**src/rtl/gamectl_pkg.sv**
```systemverilog
// Shared encodings and limits for the ballplayer round controller.
package gamectl_pkg;

    typedef enum logic [2:0] {
        ST_IDLE     = 3'd0,
        ST_SERVE    = 3'd1,
        ST_ARM      = 3'd2,
        ST_PLAY     = 3'd3,
        ST_LOST     = 3'd4,
        ST_GAMEOVER = 3'd5
    } state_t;

    localparam logic [9:0] MAX_SCORE = 10'd999;
    localparam logic [1:0] MAX_LEVEL = 2'd3;

endpackage

```
**src/rtl/game_round_ctrl_if.sv**
```systemverilog
// Button / ball-motion / display bundle around the round controller.
interface game_round_ctrl_if;

    logic       start_btn;
    logic       bounce_evt;
    logic       over_flag;
    logic       serve_n;
    logic [1:0] k;
    logic [8:0] home;
    logic [9:0] score;
    logic [1:0] lives;
    logic [1:0] level;
    logic       game_over;
    logic [2:0] state_o;

    modport master (
        input  start_btn, bounce_evt, over_flag,
        output serve_n, k, home, score, lives, level, game_over, state_o
    );

    modport slave (
        output start_btn, bounce_evt, over_flag,
        input  serve_n, k, home, score, lives, level, game_over, state_o
    );

endinterface

```
**src/rtl/game_round_ctrl_rise_detect.sv**
```systemverilog
// Rising-edge detector with an optional extra synchroniser flop for truly asynchronous inputs.
module rise_detect #(
    parameter int SYNC = 0
) (
    input  logic clk,
    input  logic rst,
    input  logic din,
    output logic rise
);

    logic sync_p0;
    logic lvl_p1;
    logic lvl_p2;

    generate
        if (SYNC != 0) begin : g_sync
            always_ff @(posedge clk or posedge rst) begin
                if (rst) sync_p0 <= 1'b0;
                else     sync_p0 <= din;
            end
        end else begin : g_direct
            assign sync_p0 = din;
        end
    endgenerate

    always_ff @(posedge clk or posedge rst) begin
        if (rst) begin
            lvl_p1 <= 1'b0;
            lvl_p2 <= 1'b0;
        end else begin
            lvl_p1 <= sync_p0;
            lvl_p2 <= lvl_p1;
        end
    end

    assign rise = lvl_p1 & ~lvl_p2;

endmodule

```
**src/rtl/game_round_ctrl.sv**
```systemverilog
// Round/scoring sequencer: serves the ball, counts bounces, tracks lives and level, flags game over.
module game_round_ctrl
    import gamectl_pkg::*;
#(
    parameter int         LIVES         = 3,
    parameter int         SERVE_CYC     = 16,
    parameter int         ARM_TIMEOUT   = 4096,
    parameter int         CATCH_PER_LVL = 8,
    parameter logic [8:0] HOME_Y        = 9'd20
) (
    input logic             clk,
    input logic             rst,
    game_round_ctrl_if.master bus
);

    localparam int SRV_W = $clog2(SERVE_CYC);
    localparam int ARM_W = $clog2(ARM_TIMEOUT);
    localparam int CAT_W = $clog2(CATCH_PER_LVL);

    localparam logic [SRV_W-1:0] SRV_LAST = SRV_W'(SERVE_CYC - 1);
    localparam logic [ARM_W-1:0] ARM_LAST = ARM_W'(ARM_TIMEOUT - 1);
    localparam logic [CAT_W-1:0] CAT_LAST = CAT_W'(CATCH_PER_LVL - 1);
    localparam logic [1:0]       LIVES_L  = 2'(LIVES);

    function automatic logic [9:0] sat_inc(input logic [9:0] v);
        return (v >= MAX_SCORE) ? MAX_SCORE : v + 10'd1;
    endfunction

    logic start_rise, bounce_rise, over_rise;
    logic over_lvl;

    state_t           state,     state_nx;
    logic [SRV_W-1:0] serve_cnt, serve_cnt_nx;
    logic [ARM_W-1:0] arm_cnt,   arm_cnt_nx;
    logic [CAT_W-1:0] catch_cnt, catch_cnt_nx;
    logic [9:0]       score,     score_nx;
    logic [1:0]       lives,     lives_nx;
    logic [1:0]       level,     level_nx;
    logic             game_over, game_over_nx;
    logic             serve_n;
    logic [1:0]       k;

    rise_detect #(.SYNC(1)) u_start  (.clk(clk), .rst(rst), .din(bus.start_btn),  .rise(start_rise));
    rise_detect #(.SYNC(0)) u_bounce (.clk(clk), .rst(rst), .din(bus.bounce_evt), .rise(bounce_rise));
    rise_detect #(.SYNC(0)) u_over   (.clk(clk), .rst(rst), .din(bus.over_flag),  .rise(over_rise));

    // ARM needs the settled level of over_flag, not just its edge
    always_ff @(posedge clk or posedge rst) begin
        if (rst) over_lvl <= 1'b0;
        else     over_lvl <= bus.over_flag;
    end

    always_comb begin
        state_nx     = state;
        serve_cnt_nx = serve_cnt;
        arm_cnt_nx   = arm_cnt;
        catch_cnt_nx = catch_cnt;
        score_nx     = score;
        lives_nx     = lives;
        level_nx     = level;
        game_over_nx = game_over;
        case (state)
            ST_IDLE, ST_GAMEOVER: begin
                if (start_rise) begin
                    score_nx     = '0;
                    lives_nx     = LIVES_L;
                    level_nx     = '0;
                    catch_cnt_nx = '0;
                    game_over_nx = 1'b0;
                    serve_cnt_nx = '0;
                    state_nx     = ST_SERVE;
                end
            end
            ST_SERVE: begin
                if (serve_cnt == SRV_LAST) begin
                    serve_cnt_nx = '0;
                    arm_cnt_nx   = '0;
                    state_nx     = ST_ARM;
                end else begin
                    serve_cnt_nx = serve_cnt + 1'b1;
                end
            end
            ST_ARM: begin
                if (!over_lvl) begin
                    state_nx = ST_PLAY;
                end else if (arm_cnt == ARM_LAST) begin
                    arm_cnt_nx   = '0;
                    serve_cnt_nx = '0;
                    state_nx     = ST_SERVE;
                end else begin
                    arm_cnt_nx = arm_cnt + 1'b1;
                end
            end
            ST_PLAY: begin
                // a lost ball in the same cycle as a bounce discards the bounce
                if (over_rise) begin
                    state_nx = ST_LOST;
                end else if (bounce_rise) begin
                    score_nx = sat_inc(score);
                    if (catch_cnt == CAT_LAST) begin
                        catch_cnt_nx = '0;
                        if (level != MAX_LEVEL) level_nx = level + 2'd1;
                    end else begin
                        catch_cnt_nx = catch_cnt + 1'b1;
                    end
                end
            end
            ST_LOST: begin
                if (lives <= 2'd1) begin
                    lives_nx     = '0;
                    game_over_nx = 1'b1;
                    state_nx     = ST_GAMEOVER;
                end else begin
                    lives_nx     = lives - 2'd1;
                    serve_cnt_nx = '0;
                    state_nx     = ST_SERVE;
                end
            end
            default: state_nx = ST_IDLE;
        endcase
    end

    always_ff @(posedge clk or posedge rst) begin
        if (rst) begin
            state     <= ST_IDLE;
            serve_cnt <= '0;
            arm_cnt   <= '0;
            catch_cnt <= '0;
            score     <= '0;
            lives     <= '0;
            level     <= '0;
            game_over <= 1'b0;
            serve_n   <= 1'b1;
            k         <= MAX_LEVEL;
        end else begin
            state     <= state_nx;
            serve_cnt <= serve_cnt_nx;
            arm_cnt   <= arm_cnt_nx;
            catch_cnt <= catch_cnt_nx;
            score     <= score_nx;
            lives     <= lives_nx;
            level     <= level_nx;
            game_over <= game_over_nx;
            serve_n   <= (state_nx != ST_SERVE);
            k         <= MAX_LEVEL - level_nx;
        end
    end

    assign bus.serve_n   = serve_n;
    assign bus.k         = k;
    assign bus.home      = HOME_Y;
    assign bus.score     = score;
    assign bus.lives     = lives;
    assign bus.level     = level;
    assign bus.game_over = game_over;
    assign bus.state_o   = state;

endmodule

```
**src/flat_wrapper.sv**
```systemverilog
// flat-port wrapper written by rule: the top's interface ports become plain ports
module game_round_ctrl_flat import gamectl_pkg::*;
#(
    parameter int         LIVES         = 3,
    parameter int         SERVE_CYC     = 16,
    parameter int         ARM_TIMEOUT   = 4096,
    parameter int         CATCH_PER_LVL = 8,
    parameter logic [8:0] HOME_Y        = 9'd20
)
  (clk, rst, bus_start_btn, bus_bounce_evt, bus_over_flag, bus_serve_n, bus_k, bus_home, bus_score, bus_lives, bus_level, bus_game_over, bus_state_o);
  game_round_ctrl_if bus_i ();
  input logic clk;
  input logic rst;
  input wire logic [$bits(bus_i.start_btn)-1:0] bus_start_btn;
  input wire logic [$bits(bus_i.bounce_evt)-1:0] bus_bounce_evt;
  input wire logic [$bits(bus_i.over_flag)-1:0] bus_over_flag;
  output wire logic [$bits(bus_i.serve_n)-1:0] bus_serve_n;
  output wire logic [$bits(bus_i.k)-1:0] bus_k;
  output wire logic [$bits(bus_i.home)-1:0] bus_home;
  output wire logic [$bits(bus_i.score)-1:0] bus_score;
  output wire logic [$bits(bus_i.lives)-1:0] bus_lives;
  output wire logic [$bits(bus_i.level)-1:0] bus_level;
  output wire logic [$bits(bus_i.game_over)-1:0] bus_game_over;
  output wire logic [$bits(bus_i.state_o)-1:0] bus_state_o;
  assign bus_i.start_btn = bus_start_btn;
  assign bus_i.bounce_evt = bus_bounce_evt;
  assign bus_i.over_flag = bus_over_flag;
  assign bus_serve_n = bus_i.serve_n;
  assign bus_k = bus_i.k;
  assign bus_home = bus_i.home;
  assign bus_score = bus_i.score;
  assign bus_lives = bus_i.lives;
  assign bus_level = bus_i.level;
  assign bus_game_over = bus_i.game_over;
  assign bus_state_o = bus_i.state_o;
  game_round_ctrl #(.LIVES(LIVES), .SERVE_CYC(SERVE_CYC), .ARM_TIMEOUT(ARM_TIMEOUT), .CATCH_PER_LVL(CATCH_PER_LVL), .HOME_Y(HOME_Y)) u_core (.clk(clk), .rst(rst), .bus(bus_i));
endmodule
```
**config.mk**
```make
export PLATFORM = sky130hd
export DESIGN_NAME = game_round_ctrl_flat
export DESIGN_NICKNAME = d
export VERILOG_FILES = /design/src/rtl/gamectl_pkg.sv /design/src/rtl/game_round_ctrl_if.sv /design/src/rtl/game_round_ctrl_rise_detect.sv /design/src/rtl/game_round_ctrl.sv /design/src/flat_wrapper.sv
export SDC_FILE = /design/constraint.sdc
export NUM_CORES = 1
export LEC_CHECK = 0
export CAP_MARGIN = 20
export CORE_MARGIN = 3
export CORE_UTILIZATION = 41
export CTS_BUF_LIST = sky130_fd_sc_hd__clkbuf_8 sky130_fd_sc_hd__clkbuf_16
export DETAILED_ROUTE_END_ITERATION = 8
export GPL_TIMING_DRIVEN = 0
export HOLD_SLACK_MARGIN = 0.08
export SKIP_CTS_REPAIR_TIMING = 1
export SLEW_MARGIN = 5
export SYNTH_ARGS = -nofsm -noshare
export SYNTH_HDL_FRONTEND = slang
export SYNTH_SLANG_ARGS = --single-unit
```
**constraint.sdc**
```tcl
create_clock -name clk -period 6.4 [get_ports clk]
set_clock_uncertainty 0.2 [all_clocks]
set_input_delay 0.96 -clock clk [delete_from_list [all_inputs] [get_ports clk]]
set_output_delay 0.96 -clock clk [all_outputs]
set_load 0.05 [all_outputs]
```
==> impl_metrics.yaml <==
power_and_ir_drop:
  internal_power_uw: 546
  switching_share_pct: 40.3
  powerDensity_nw_per_um2: 307
  pwr-share-clk_pct: 19.3
  pwr-share-comb_pct: 39.1
  irDropWorstVdd_uv: 311
  cellLeakagePower_uw: 0.00134
  power_frac_seq_pct: 41.6
  p_sw_uw: 369
die:
  die_w_um: 84.2
  start_util_pct: 43.9
  ios: 35
  dieHeight_um: 84.2
  row_count: 27
  core_area_um2: 5710
  die_area_um2: 7090
global_routing:
  first_global_vias: 1940
  grt_usage_pct: 16.2
  antenna_found_initial: 0
  grt_max_degree: 38
  overflow: 0
  grt_pass1_wl_um: 9360
yosys:
  avgSynthCellArea_um2: 9.95
  synth_cell_types: 51
  ys_ff_latch: 47
  synth_area_leader_cell: "dfrtp_1"
  syn_area_um2: 2510
  ys.flop_type: "dfrtp_1"
  netlist_top_cells_area: "dfrtp_1, o21ai_0, dfstp_2, a22oi_1, buf_4"
  async_flop_share_pct: 100
  synth_common_cells: "dfrtp_1, o21ai_0, nand2_1, nand3_1, nor2_1"
  yosysWarnings: 0
  synth_edf_count: 0
  yosysMostFrequentCell: "dfrtp_1"
  syn_inst: 252
  yosys.area.top_type_share_pct: 43.9
  yosysSeqAreaShare_pct: 47.1
critical_path:
  cp-end-kind: "output port"
  ff2ff_setup_slack_ns: 4.08
  slowest_stage: "clkdlybuf4s50_1"
  crit_chain: "clkdlybuf4s50_1"
  crit_type: "reg -> out"
  crit_path_start_kind: "flop"
  critPathMaxStageDelay_ns: 0.79
  critPathRequiredTime_ns: 5.24
  crit_fanout: 1
  rr_worst_depth: 5
  timing.rr.start: "u_core.arm_cnt[0]"
  crit_buf_inv: 1
  cp_top_family: "buffers and inverters"
  worstPathArrival_ns: 1.62
  rr_endpoint: "u_core.bus.serve_n"
placement:
  dp_hpwl_um: 3820
  place.gp.congestion: 0.777
  io_buffers: 25
  preCtsSetupSlack_ns: 3.95
  dpl-instance-area_um2: 2890
detailed_routing:
  vias: 2059
  detail-route-antenna-nets: 0
  drc: 0
  firstDrtPassIters: 4
  drt_iter0_drc: 78
  drt-total-wl_um: 5400
  via_per_inst: 5.64
  post_drt_wl_per_cell_um: 14.8
sta:
  final.min_clock_period_ns: 2.78
  relSlewSlack_pct: 45.4
  finalSetupTns_ns: 0
  setup_ws_ns: 3.62
  worst_pin_slew_ns: 0.813
  finalHoldViolations: 0
  setup_viol: 0
  rsz0062_at_grt: "no"
  drv_slew: 0
  max_freq_ghz: 0.360
  fin_crit_sh_pct: 43.4
final_layout:
  n_antenna_cell: 0
  syn2layout_area_growth_pct: 18.8
  nets: 302
  fin_area_um2: 2980
  n_fill_cell: 529
  drive_gt1_share_pct: 11.3
hold_path:
  hp-class: "reg -> reg"
  holdPathEnd: "u_core.u_start.lvl_p1"
  hold_start: "u_core.u_start.sync_p0"
  min_delay_path_depth: 0
clock_tree:
  htree_levels: 2
  ctsLongestPathBuffers: 2
  cts_buffers: 5
  clock_latency_ns: 0.30
  clkTransAtPathRegs_ns: 0.09
  cts_tree: "yes"
  cts_root_buffer: "clkbuf_8"
  cts.sinks: 47
run:
  cap_violations: 0
outcome:
  status: "finished, final reports clean"
metrics by stage:
step / hold slack (ns) / power, µW / util (%) / cells
floorplan: 0.131 / 645 / - / 259
global route: 0.175 / 981 / 52.1 / 365
CTS: 0.163 / 926 / 52.1 / 365
global placement: 0.132 / 737 / 50.3 / 356
detailed placement: 0.143 / 746 / 50.7 / 357
finish: 0.160 / 915 / 52.1 / 365
how the worst max path moves through the flow:
stage,cells after the start,to,from
2_1_floorplan,7,u_core.arm_cnt[8],u_core.bus.state_o[1]
3_3_place_gp,2,u_core.u_start.lvl_p1,rst
3_5_place_dp,1,bus_state_o[2],u_core.bus.state_o[2]
4_1_cts,1,bus_k[0],u_core.bus.k[0]
5_1_grt,1,bus_state_o[2],u_core.bus.state_o[2]
6_report,1,bus_k[0],u_core.bus.k[0]
logic make-up after synthesis:
| kind of cell | count (synthesis) | share of synthesized area, % |
|---|---|---|
| AOI/OAI and AO/OA | 70 | 19.9 |
| adders and majority gates | 5 | 2.50 |
| buffers and inverters | 31 | 6.69 |
| DFF | 47 | 47.1 |
| muxes | 2 | 0.799 |
| other | 2 | 0.300 |
| and+or+nand+nor | 95 | 22.8 |
per-layer routing:
layer / global-route usage [%] / wire length [µm] / up-vias
met5: 0 / 0 / -
met4: 5.70 / 82 / 0
met3: 3.04 / 219 / 8
met1: 20.9 / 2470 / 993
li1: - / - / 1014
met2: 27.1 / 2630 / 44
layout by cell type, fill, tap and decap left out, drive strengths merged, types with 3 or more instances in the layout:
cell           netlist  routed
dfrtp               44      44
clkdlybuf4s50        0      25
o21ai               18      18
buf                 15      16
nand2               12      12
nand3               12      12
nor2                12      12
clkbuf               7      12
a22oi               10      10
nand2b               9       9
a21oi                9       9
conb                 2       9
inv                  9       9
or3                  8       8
o31ai                7       7
nand4                6       6
or4                  5       5
ha                   5       5
and3                 4       4
a32o                 4       4
nor3                 4       4
and4                 3       3
nor2b                3       3
a211oi               3       3
o211a                3       3
nor3b                3       3
a41oi                3       3
a31oi                3       3
clkinv               0       3
dfstp                3       3
or3b                 3       3
power by group through the flow:
stage,logic [µW],registers (µW),clock network (µW)
after floorplan,195,450,0
after global placement,354,384,0
after detailed placement,360,386,0
after CTS,361,381,185
after global routing,395,388,198
final,358,381,177
registers in the layout, summed over array words and instances (netlist names), 2 cells and up:
signal              flops
u_core.bus.lives        2
u_core.arm_cnt         12
u_core.serve_cnt        4
u_core.bus.level        2
u_core.bus.score       10
u_core.bus.state_o      3
u_core.bus.k            2
u_core.catch_cnt        3
area by class of cell:
type	count	area [µm²]	area share [%]
Clock buffer	5	68.8	2.31
Timing Repair Buffer	26	270	9.08
Multi-Input combinational cell	181	1180	39.8
Sequential cell	47	1180	39.6
Tap cell	72	90.1	3.03
Clock inverter	3	15.0	0.504
Buffer	22	134	4.50
Inverter	9	33.8	1.13
No activity file was read; power rests on OpenSTA's default activity.
